<file path="config.mk">
export PLATFORM = sky130hd
export DESIGN_NAME = safe_mux_arbiter
export DESIGN_NICKNAME = d
export VERILOG_FILES = /design/src/rtl/safe_mux_pkg.sv /design/src/rtl/safe_mux2.sv /design/src/rtl/safe_mux_arbiter.sv
export SDC_FILE = /design/constraint.sdc
export NUM_CORES = 1
export LEC_CHECK = 0
export CORE_AREA = 2 2 54 56
export CTS_BUF_LIST = sky130_fd_sc_hd__clkbuf_8 sky130_fd_sc_hd__clkbuf_16
export DETAILED_ROUTE_END_ITERATION = 12
export DIE_AREA = 0 0 56 58
export GPL_ROUTABILITY_DRIVEN = 0
export HOLD_SLACK_MARGIN = 0.02
export PLACE_DENSITY_LB_ADDON = 0.25
export SLEW_MARGIN = 20
export SYNTH_ARGS = -nofsm -noshare
export SYNTH_HDL_FRONTEND = slang
export SYNTH_SLANG_ARGS = --single-unit
</file>
<file path="constraint.sdc">
create_clock -name clk -period 2.3 [get_ports clk]
set_input_delay 0.46 -clock clk [delete_from_list [all_inputs] [get_ports clk]]
set_output_delay 0.46 -clock clk [all_outputs]
set_load 0.03 [all_outputs]
</file>
<file path="src/rtl/safe_mux_pkg.sv">
// Shared types and constants for the safe_mux_arbiter slice.
package safe_mux_pkg;

    localparam int DW = 8;

    localparam logic SRC_A = 1'b0;
    localparam logic SRC_B = 1'b1;

    typedef enum logic [1:0] {
        IDLE,
        GRANT_A,
        GRANT_B,
        FAULT
    } state_t;

    // True when a control bit is anything other than a clean 0 or 1.
    // Case equality makes this simulation-only; synthesis sees a constant 0.
    function automatic logic is_unknown(input logic v);
        return (v !== 1'b0) && (v !== 1'b1);
    endfunction

endpackage

</file>
<file path="src/rtl/safe_mux2.sv">
// X-safe 2:1 mux: an unknown select yields zero data and raises sel_unknown
// instead of propagating X into the datapath.
module safe_mux2
    import safe_mux_pkg::*;
#(
    parameter int W = DW
) (
    input  logic         sel,
    input  logic [W-1:0] a,
    input  logic [W-1:0] b,
    output logic [W-1:0] y,
    output logic         sel_unknown
);

    // Steer a or b; fall back to zero when the select is not a clean 0/1.
    always_comb begin
        // NOTE: default every always_comb output first so no path can infer a latch.
        y           = '0;
        sel_unknown = is_unknown(sel);
        if (!sel_unknown) begin
            y = sel ? b : a;
        end
    end

endmodule

</file>
<file path="src/rtl/safe_mux_arbiter.sv">
// Two-source round-robin arbiter with hold limit, one-entry output register
// and a sticky fault state entered on unknown control inputs.
module safe_mux_arbiter
    import safe_mux_pkg::*;
#(
    parameter int MAX_HOLD = 4
) (
    input  logic          clk,
    input  logic          rst_n,
    input  logic          a_valid,
    input  logic [DW-1:0] a_data,
    output logic          a_ready,
    input  logic          b_valid,
    input  logic [DW-1:0] b_data,
    output logic          b_ready,
    output logic          out_valid,
    output logic [DW-1:0] out_data,
    output logic          out_src,
    input  logic          out_ready,
    output logic          sel_unknown,
    input  logic          err_clr
);

    localparam logic [3:0] HOLD_LIMIT = 4'(MAX_HOLD);

    state_t        state;
    logic [3:0]    hold_cnt;
    logic          last;

    logic          mux_sel;
    logic [DW-1:0] mux_y;
    logic          mux_sel_unknown;

    logic          fault_det;
    logic          can_load;
    logic          xfer;
    logic [3:0]    hold_next;
    logic          hold_done;

    // Select follows the grant; every non-B state parks on a clean 0.
    assign mux_sel = (state == GRANT_B) ? SRC_B : SRC_A;

    safe_mux2 #(.W(DW)) u_mux (
        .sel         (mux_sel),
        .a           (a_data),
        .b           (b_data),
        .y           (mux_y),
        .sel_unknown (mux_sel_unknown)
    );

    assign fault_det = is_unknown(a_valid) | is_unknown(b_valid)
                     | is_unknown(out_ready) | mux_sel_unknown;

    assign can_load = !out_valid || out_ready;

    // Detection gates the readies in the same cycle so no handshake
    // completes while a control input is unknown.
    assign a_ready = (state == GRANT_A) && a_valid && can_load && !fault_det;
    assign b_ready = (state == GRANT_B) && b_valid && can_load && !fault_det;
    assign xfer    = a_ready || b_ready;

    // Count including the current transfer; saturate rather than wrap when
    // the other side is idle and the owner keeps streaming.
    assign hold_next = (xfer && hold_cnt != 4'hF) ? hold_cnt + 4'd1 : hold_cnt;
    assign hold_done = hold_next >= HOLD_LIMIT;

    // Grant FSM, hold counter, round-robin pointer and output register.
    always_ff @(posedge clk or negedge rst_n) begin
        // NOTE: sequential state uses non-blocking assignments only, so every
        // right-hand side sees pre-edge values regardless of statement order.
        if (!rst_n) begin
            state       <= IDLE;
            hold_cnt    <= '0;
            last        <= SRC_B;
            out_valid   <= 1'b0;
            out_data    <= '0;
            out_src     <= SRC_A;
            sel_unknown <= 1'b0;
        end else if (fault_det) begin
            state       <= FAULT;
            sel_unknown <= 1'b1;
            hold_cnt    <= '0;
            out_valid   <= 1'b0;
            out_data    <= '0;
        end else begin
            if (xfer) begin
                out_valid <= 1'b1;
                out_data  <= mux_y;
                out_src   <= mux_sel;
            end else if (out_ready) begin
                out_valid <= 1'b0;
            end

            case (state)
                IDLE: begin
                    hold_cnt <= '0;
                    if (a_valid && (!b_valid || last == SRC_B)) begin
                        state <= GRANT_A;
                        last  <= SRC_A;
                    end else if (b_valid) begin
                        state <= GRANT_B;
                        last  <= SRC_B;
                    end
                end

                GRANT_A: begin
                    if (!a_valid || (hold_done && b_valid)) begin
                        hold_cnt <= '0;
                        if (b_valid) begin
                            state <= GRANT_B;
                            last  <= SRC_B;
                        end else begin
                            state <= IDLE;
                        end
                    end else begin
                        hold_cnt <= hold_next;
                    end
                end

                GRANT_B: begin
                    if (!b_valid || (hold_done && a_valid)) begin
                        hold_cnt <= '0;
                        if (a_valid) begin
                            state <= GRANT_A;
                            last  <= SRC_A;
                        end else begin
                            state <= IDLE;
                        end
                    end else begin
                        hold_cnt <= hold_next;
                    end
                end

                FAULT: begin
                    out_valid <= 1'b0;
                    out_data  <= '0;
                    if (err_clr) begin
                        state       <= IDLE;
                        sel_unknown <= 1'b0;
                    end
                end

                default: state <= IDLE;
            endcase
        end
    end

endmodule

</file>
==> flow_summary.ini, run 1 <==
[status]
outcome = finished clean

[setup_path]
end_kind = output port
cp_top_family = buffers and inverters
reg2reg_from = state[0]
worstPathCellList = inv_1, ha_1, nand2_1, buf_4, nor2_1, buf_4
path_max_fanout = 6
cp.required_ns = 1.84
cp-endpoint = a_ready
cp_slowest_stage_delay_ns = 0.42
slowest_stage = dfrtp_1
critPathBufInv = 3
crit_start = state[1]
critical_path_class = flip-flop to output port
r2r_cells = 7
crit_cells = 6
cp_common_cell = buf_4
arrival_ns = 1.72
r2r_end = state[0]
reg2reg_slack_ns = 0.25
start_kind = flip-flop

[sta]
timing.final.crit_share = 0.9491
setup_viol = 0
hold_viol = 0
max_freq_mhz = 458.1
rsz0062_at_grt = false
skew_ns = 0.002050
hold_slack_ns = 0.5252
min_period_ns = 2.183
fin_tns_setup_ns = 0
final-max-slew-violation-count = 0

[detailed_routing]
first_pass_iters = 4
routed_via_density = 5.508
vias = 1096
drt_iter0_markers = 28
ant_nets = 0
routedWlPerCell_um = 13.75
routed_wl_um = 2737
drc = 0

[power_and_ir_drop]
p_sw_frac = 0.4357
power_per_cell_area_nw_per_um2 = 1179
seq_power_share = 0.261
switchingPower_uw = 844.2
p_clk_frac = 0.115
p_leak_uw = 0.0006985
power_uw = 1938
intPower_uw = 1094
vdd_drop_max_mv = 0.8117
p_comb_frac = 0.624

[clocking]
cts_buffer_depth = 2
insertion_delay_ns = 0.25
clkTransAtPathRegs_ns = 0.07
post_cts.repair.setup_buffers = 0
ctsHtreeMaxLevel = 1
cts_hold_buf = 0
cts_tree = done
cts-root-buf = clkbuf_8
clock_sinks = 17
cts-buffers-inserted = 3

[synth]
synth-xor-area-share = 0
yosys_register_bits = 17
synth_top_cell_area_share = 0.3285
synth_top_family_by_area = compound AO/OA/AOI/OAI gates
synth_compound_area_frac = 0.2413
avgSynthCellArea_um2 = 9.303
synth.area.top_cells = dfrtp_1 33%, mux2i_1 7.4%, ha_1 7.2%, a211oi_1 4.9%, nor2_1 4.9%
synth_area_um2 = 1219
synth-simple-area-share = 0.1786
yosysWarningCount = 0
synth_fp_nets = 160
synth_fa_ha_area_frac = 0.07187
synth_mux_area_frac = 0.09548
seq_area_frac_synth = 0.3501
synthDistinctLibCells = 41
postSynthCellCount = 131
yosys.area.top_type = dfrtp_1

[hold_path]
hold_class = input pin to asynchronous set/reset pin

[global_route]
met1_usage = 0.2408
grt_overflow = 0
grt_max_degree = 18
grt_pass1_wl_um = 4933
grt_use_total = 0.1909
met2_usage = 0.3244
met3_usage = 0.04241
antenna_found_initial = 0
grt_pass1_vias = 1126
grt_busiest_layer = met2

[floorplan]
ios = 35
design.die.area_um2 = 3248
die_h_um = 58
start_util = 0.4577
rows = 19
core_um2 = 2663
fp.dieW_um = 56

[layout]
drive_above_1_share = 0.1488
nets = 198
finalCoreUtilization = 0.6170
syn2layout_area_growth_pct = 34.81
n_antenna_cell = 0
stdcell_area_um2 = 1643

[placement]
portBuffers = 33
post-dp-hpwl_um = 2174
place_area_um2 = 1593

[flow_run]
maxCapViolations = 0
-- per-layer routing --
metal	share of wire	wire length (µm)
met4	0.0062	17
met1	0.46	1265
met3	0.045	124
met5	0	0
met2	0.49	1328
-- what timing repair did --
| item | CTS | global route |
|---|---|---|
| endpoints found under the hold margin | 0 | 0 |
| endpoints found under the setup margin | 0 | 2 |
| resized for setup | 0 | 1 |
-- placed cells by master (no fill, tap or decap), types with 3 or more instances in the layout --
cell and n:
o21ai_1 4, nor2b_1 4, clkbuf_8 3, nand2b_1 3
a211oi_1 8, inv_1 5, a31oi_1 4, o21ai_0 4
dfrtp_1 16, ha_1 7, nand2_1 9, nand3_1 4
clkdlybuf4s50_1 31, mux2i_1 9, nor2_1 16, buf_4 10
a21oi_1 6
-- kinds of logic (layout without fill, tap and decap cells) --
logic type               Yosys count  count (layout)
multiplexers                      11              11
flip-flops                        17              17
other                              1               1
AO/OA/AOI/OAI                     37              37
adder cells (fa/ha/maj)            7               7
buffers and inverters             14              51
AND/OR/NAND/NOR                   44              44
-- cell usage after synthesis, drive strengths merged --
cell / instances
dfstp: 1
nand2: 9
buf: 7
a31oi: 6
and3: 1
a2111oi: 1
mux2i: 9
nor2b: 5
a21oi: 7
o211a: 1
nor3b: 1
o21ai: 9
dfrtp: 16
a211oi: 8
a41o: 1
nor2: 16
nand3b: 1
conb: 1
a22o: 1
inv: 6
clkbuf: 1
nand3: 4
or2: 1
nand2b: 3
nor3: 1
a311oi: 1
nand4: 2
ha: 7
o22a: 1
mux2: 2
a311o: 1
-- stage by stage --
| stage | setup WS, ns | instances |
|---|---|---|
| 3_5_place_dp | 0.1130 | 195 |
| 2_1_floorplan | 0.4959 | 131 |
| 6_report | 0.1171 | 199 |
| 3_3_place_gp | 0.1779 | 195 |
| 4_1_cts | 0.1184 | 199 |
| 5_1_grt | 0.03807 | 199 |
-- power by group through the flow --
| stage | registers [µW] | clock network [µW] | logic (µW) |
|---|---|---|---|
| final | 507 | 222 | 1210 |
| after global routing | 523 | 246 | 1320 |
| after CTS | 509 | 232 | 1210 |
| after detailed placement | 511 | 0 | 1210 |
| after global placement | 508 | 0 | 1190 |
| after floorplan | 677 | 0 | 658 |
-- flip-flops by register name, indices dropped and copies added, names as in the netlist --
signal,flops
out_data,8
state,2
last,1
out_src,1
out_valid,1
hold_cnt,4
-- worst min path at each step --
stage / end / slack, ns / cells past startpoint
floorplan: hold_cnt[0] / 0.16 / 0
global placement: out_src / 0.52 / 2
detailed placement: out_src / 0.52 / 2
CTS: out_valid / 0.53 / 2
global route: out_data[6] / 0.55 / 2
finish: out_data[3] / 0.53 / 2
-- layout make-up --
class | instances | area [µm²]
Clock buffer | 3 | 41.29
Multi-Input combinational cell | 100 | 723.2
Sequential cell | 17 | 426.7
Clock inverter | 1 | 5.005
Inverter | 6 | 22.52
Tap cell | 31 | 38.79
Timing Repair Buffer | 41 | 385.4
Fill cell | 233 | 1020
(Power assumes the default switching activity.)
==> inputs of run 2 (changes only) <==
--- a/config.mk
+++ b/config.mk
@@ -5,10 +5,13 @@
 export SDC_FILE = /design/constraint.sdc
 export NUM_CORES = 1
 export LEC_CHECK = 0
-export CORE_AREA = 2 2 54 56
+export ABC_AREA = 1
+export CELL_PAD_IN_SITES_DETAIL_PLACEMENT = 2
+export CELL_PAD_IN_SITES_GLOBAL_PLACEMENT = 2
+export CORE_AREA = 2 2 70 72
 export CTS_BUF_LIST = sky130_fd_sc_hd__clkbuf_8 sky130_fd_sc_hd__clkbuf_16
 export DETAILED_ROUTE_END_ITERATION = 12
-export DIE_AREA = 0 0 56 58
+export DIE_AREA = 0 0 72 74
 export GPL_ROUTABILITY_DRIVEN = 0
 export HOLD_SLACK_MARGIN = 0.02
 export PLACE_DENSITY_LB_ADDON = 0.25
==> run 2 against run 1 <==
Against the previous run:
- design area decreased by 4.1%
- synthesized cell count increased by 6.1%
- flip-flop and latch count unchanged
- area after synthesis decreased by 8.4%
- sequential power decreased by 2%
- sequential share of layout area increased by 1.1 points
- setup slack improved by 0.18 ns
- largest cell class unchanged
- largest power group unchanged
- highest routed layer is now met3
==> flow_summary.ini, run 2 <==
[clocking]
cts_hold_buf = 0
cts_tree = done
cts-buffers-inserted = 3
clock_sinks = 17
insertion_delay_ns = 0.25
cts_buffer_depth = 2
clkTransAtPathRegs_ns = 0.07
cts-root-buf = clkbuf_8
ctsHtreeMaxLevel = 1
post_cts.repair.setup_buffers = 0
cts_resized = 0

[status]
outcome = finished clean

[sta]
final-max-slew-violation-count = 0
skew_ns = 0.001591
max_freq_mhz = 499.3
min_period_ns = 2.003
fin_tns_setup_ns = 0
setup_viol = 0
timing.final.crit_share = 0.8708
rsz0062_at_grt = false
hold_viol = 0

[hold_path]
hold_class = flip-flop to flip-flop
min-delay-start = last
whs_path_depth = 2
holdPathEnd = last

[synth]
synth_fa_ha_area_frac = 0.07848
synth.area.top_cells = dfrtp_1 36%, nand2_1 9.8%, ha_1 7.8%, mux2i_1 7.2%, inv_1 6.1%
yosysWarningCount = 0
synthDistinctLibCells = 28
synth-simple-area-share = 0.2556
yosys_register_bits = 17
synth-xor-area-share = 0.01570
synth_area_um2 = 1116
synth_top_cell_area_share = 0.3587
synth_compound_area_frac = 0.1043
synth.top_cells.by_count = 29 x nand2_1, 18 x inv_1, 16 x dfrtp_1
synth_flop_cell = dfrtp_1
synth_edf_count = 0
synth_mux_area_frac = 0.07175
yosysMostFrequentCell = nand2_1
yosys.area.top_type = dfrtp_1
avgSynthCellArea_um2 = 8.029
postSynthCellCount = 139
synth_top_family_by_area = simple AND/OR/NAND/NOR gates
seq_area_frac_synth = 0.3823
synth-async-reset-ratio = 1.000
synth_fp_nets = 168

[layout]
reg.largest.list = out_data: 8 flops, hold_cnt: 4 flops, state: 2 flops
syn2layout_area_growth_pct = 41.14
drive_above_1_share = 0.1180
layout_commonest_cell = clkdlybuf4s50_1
largest_reg_flops = 8
regMostFlops = out_data
finalNonFillerCells = 232
nets = 208
n_antenna_cell = 0
fillCellCount = 547
final_cell_mix = 31 x clkdlybuf4s50_1, 29 x nand2_1, 19 x inv_1, 16 x dfrtp_1, 13 x nand3_1

[global_route]
grt_max_degree = 18
grt_pass1_vias = 1237
grt_overflow = 0
antenna_found_initial = 0
grt_use_total = 0.1439
grt_pass1_wl_um = 5858

[detailed_routing]
first_pass_iters = 4
routed_wl_um = 3582
drt_iter0_markers = 36
vias = 1069
drc = 0
routed_via_density = 4.608
ant_nets = 0
routedWlPerCell_um = 15.44

[setup_path]
path_max_fanout = 5
r2r_cells = 15
reg2reg_from = state[1]
slowest_stage = dfrtp_1
reg2reg_slack_ns = 0.33
critical_path_class = flip-flop to output port
cp_slowest_stage_delay_ns = 0.46
start_kind = flip-flop
critPathBufInv = 4
end_kind = output port
cp.required_ns = 1.84
cp_top_family = flip-flops
arrival_ns = 1.54
r2r_end = state[1]
cp_common_cell = inv_1
worstPathCellList = inv_1, ha_1, nand2_1, inv_2, nand2_2, inv_1, buf_4

[placement]
post-dp-hpwl_um = 2882
portBuffers = 33
dp_cells = 228

[floorplan]
die_h_um = 74
design.die.area_um2 = 5328
rows = 25
start_util = 0.2427
fp.dieW_um = 72
core_um2 = 4598
ios = 35

[power_and_ir_drop]
vdd_drop_max_mv = 0.3747
power_per_cell_area_nw_per_um2 = 1144
p_leak_uw = 0.0007797

[flow_run]
maxCapViolations = 0
[run 2: per-layer routing]
layer | global-route usage | up-vias | part of all wire
met5 | 0 | - | 0
met4 | 0.03774 | 0 | 0
met2 | 0.2891 | 19 | 0.56
met3 | 0.02168 | 0 | 0.029
li1 | - | 527 | -
met1 | 0.1567 | 523 | 0.41
[run 2: how the worst max path moves through the flow]
stage                  start        to  slack, ns  cells past startpoint
finish              state[1]   a_ready       0.30                      7
global route        state[1]  state[1]       0.14                     15
CTS                 state[1]   a_ready       0.25                      7
detailed placement   a_valid  state[1]       0.18                     14
global placement     b_valid  state[1]       0.29                     14
floorplan           state[1]  state[0]       0.67                     15
[run 2: report_power, final]
group | switching (µW) | leakage, µW | internal (µW) | total (µW)
clock network | 111 | 0.0000269 | 119 | 229
registers | 86.6 | 0.000220 | 410 | 497
logic | 658 | 0.000533 | 418 | 1080
total | 855 | 0.000780 | 947 | 1800
[run 2: worst min-delay path: stages, from the launching register on]
cell and delay (ns):
dfstp_2 0.39, nand2_1 0.06, nand2_1 0.04
[run 2: final cells by class]
type	count	area, µm²	share of cell area
well taps	54	67.56	0.04289
inverters	22	82.58	0.05242
clock buffers	3	41.29	0.02621
flip-flops and latches	17	426.7	0.2708
repair buffers	38	362.8	0.2303
clock inverters	1	3.754	0.002383
multi-input cells	97	590.6	0.3749
[run 2: cell families after synthesis]
group                    Yosys count
buffers and inverters             25
flip-flops                        17
multiplexers                       8
XOR/XNOR                           2
AO/OA/AOI/OAI                     21
AND/OR/NAND/NOR                   58
other                              1
adder cells (fa/ha/maj)            7
[run 2: metrics by stage]
step / hold WS (ns) / power [µW] / utilization / instance area [µm²] / setup WS, ns
CTS: 0.4979 / 1838 / 0.3426 / 1575 / 0.2548
global route: 0.5236 / 1964 / 0.3426 / 1575 / 0.1390
floorplan: 0.1644 / 1177 / - / 1116 / 0.6741
detailed placement: 0.4844 / 1592 / 0.3328 / 1530 / 0.1790
global placement: 0.4743 / 1543 / 0.3328 / 1530 / 0.2927
finish: 0.4943 / 1802 / 0.3426 / 1575 / 0.2971
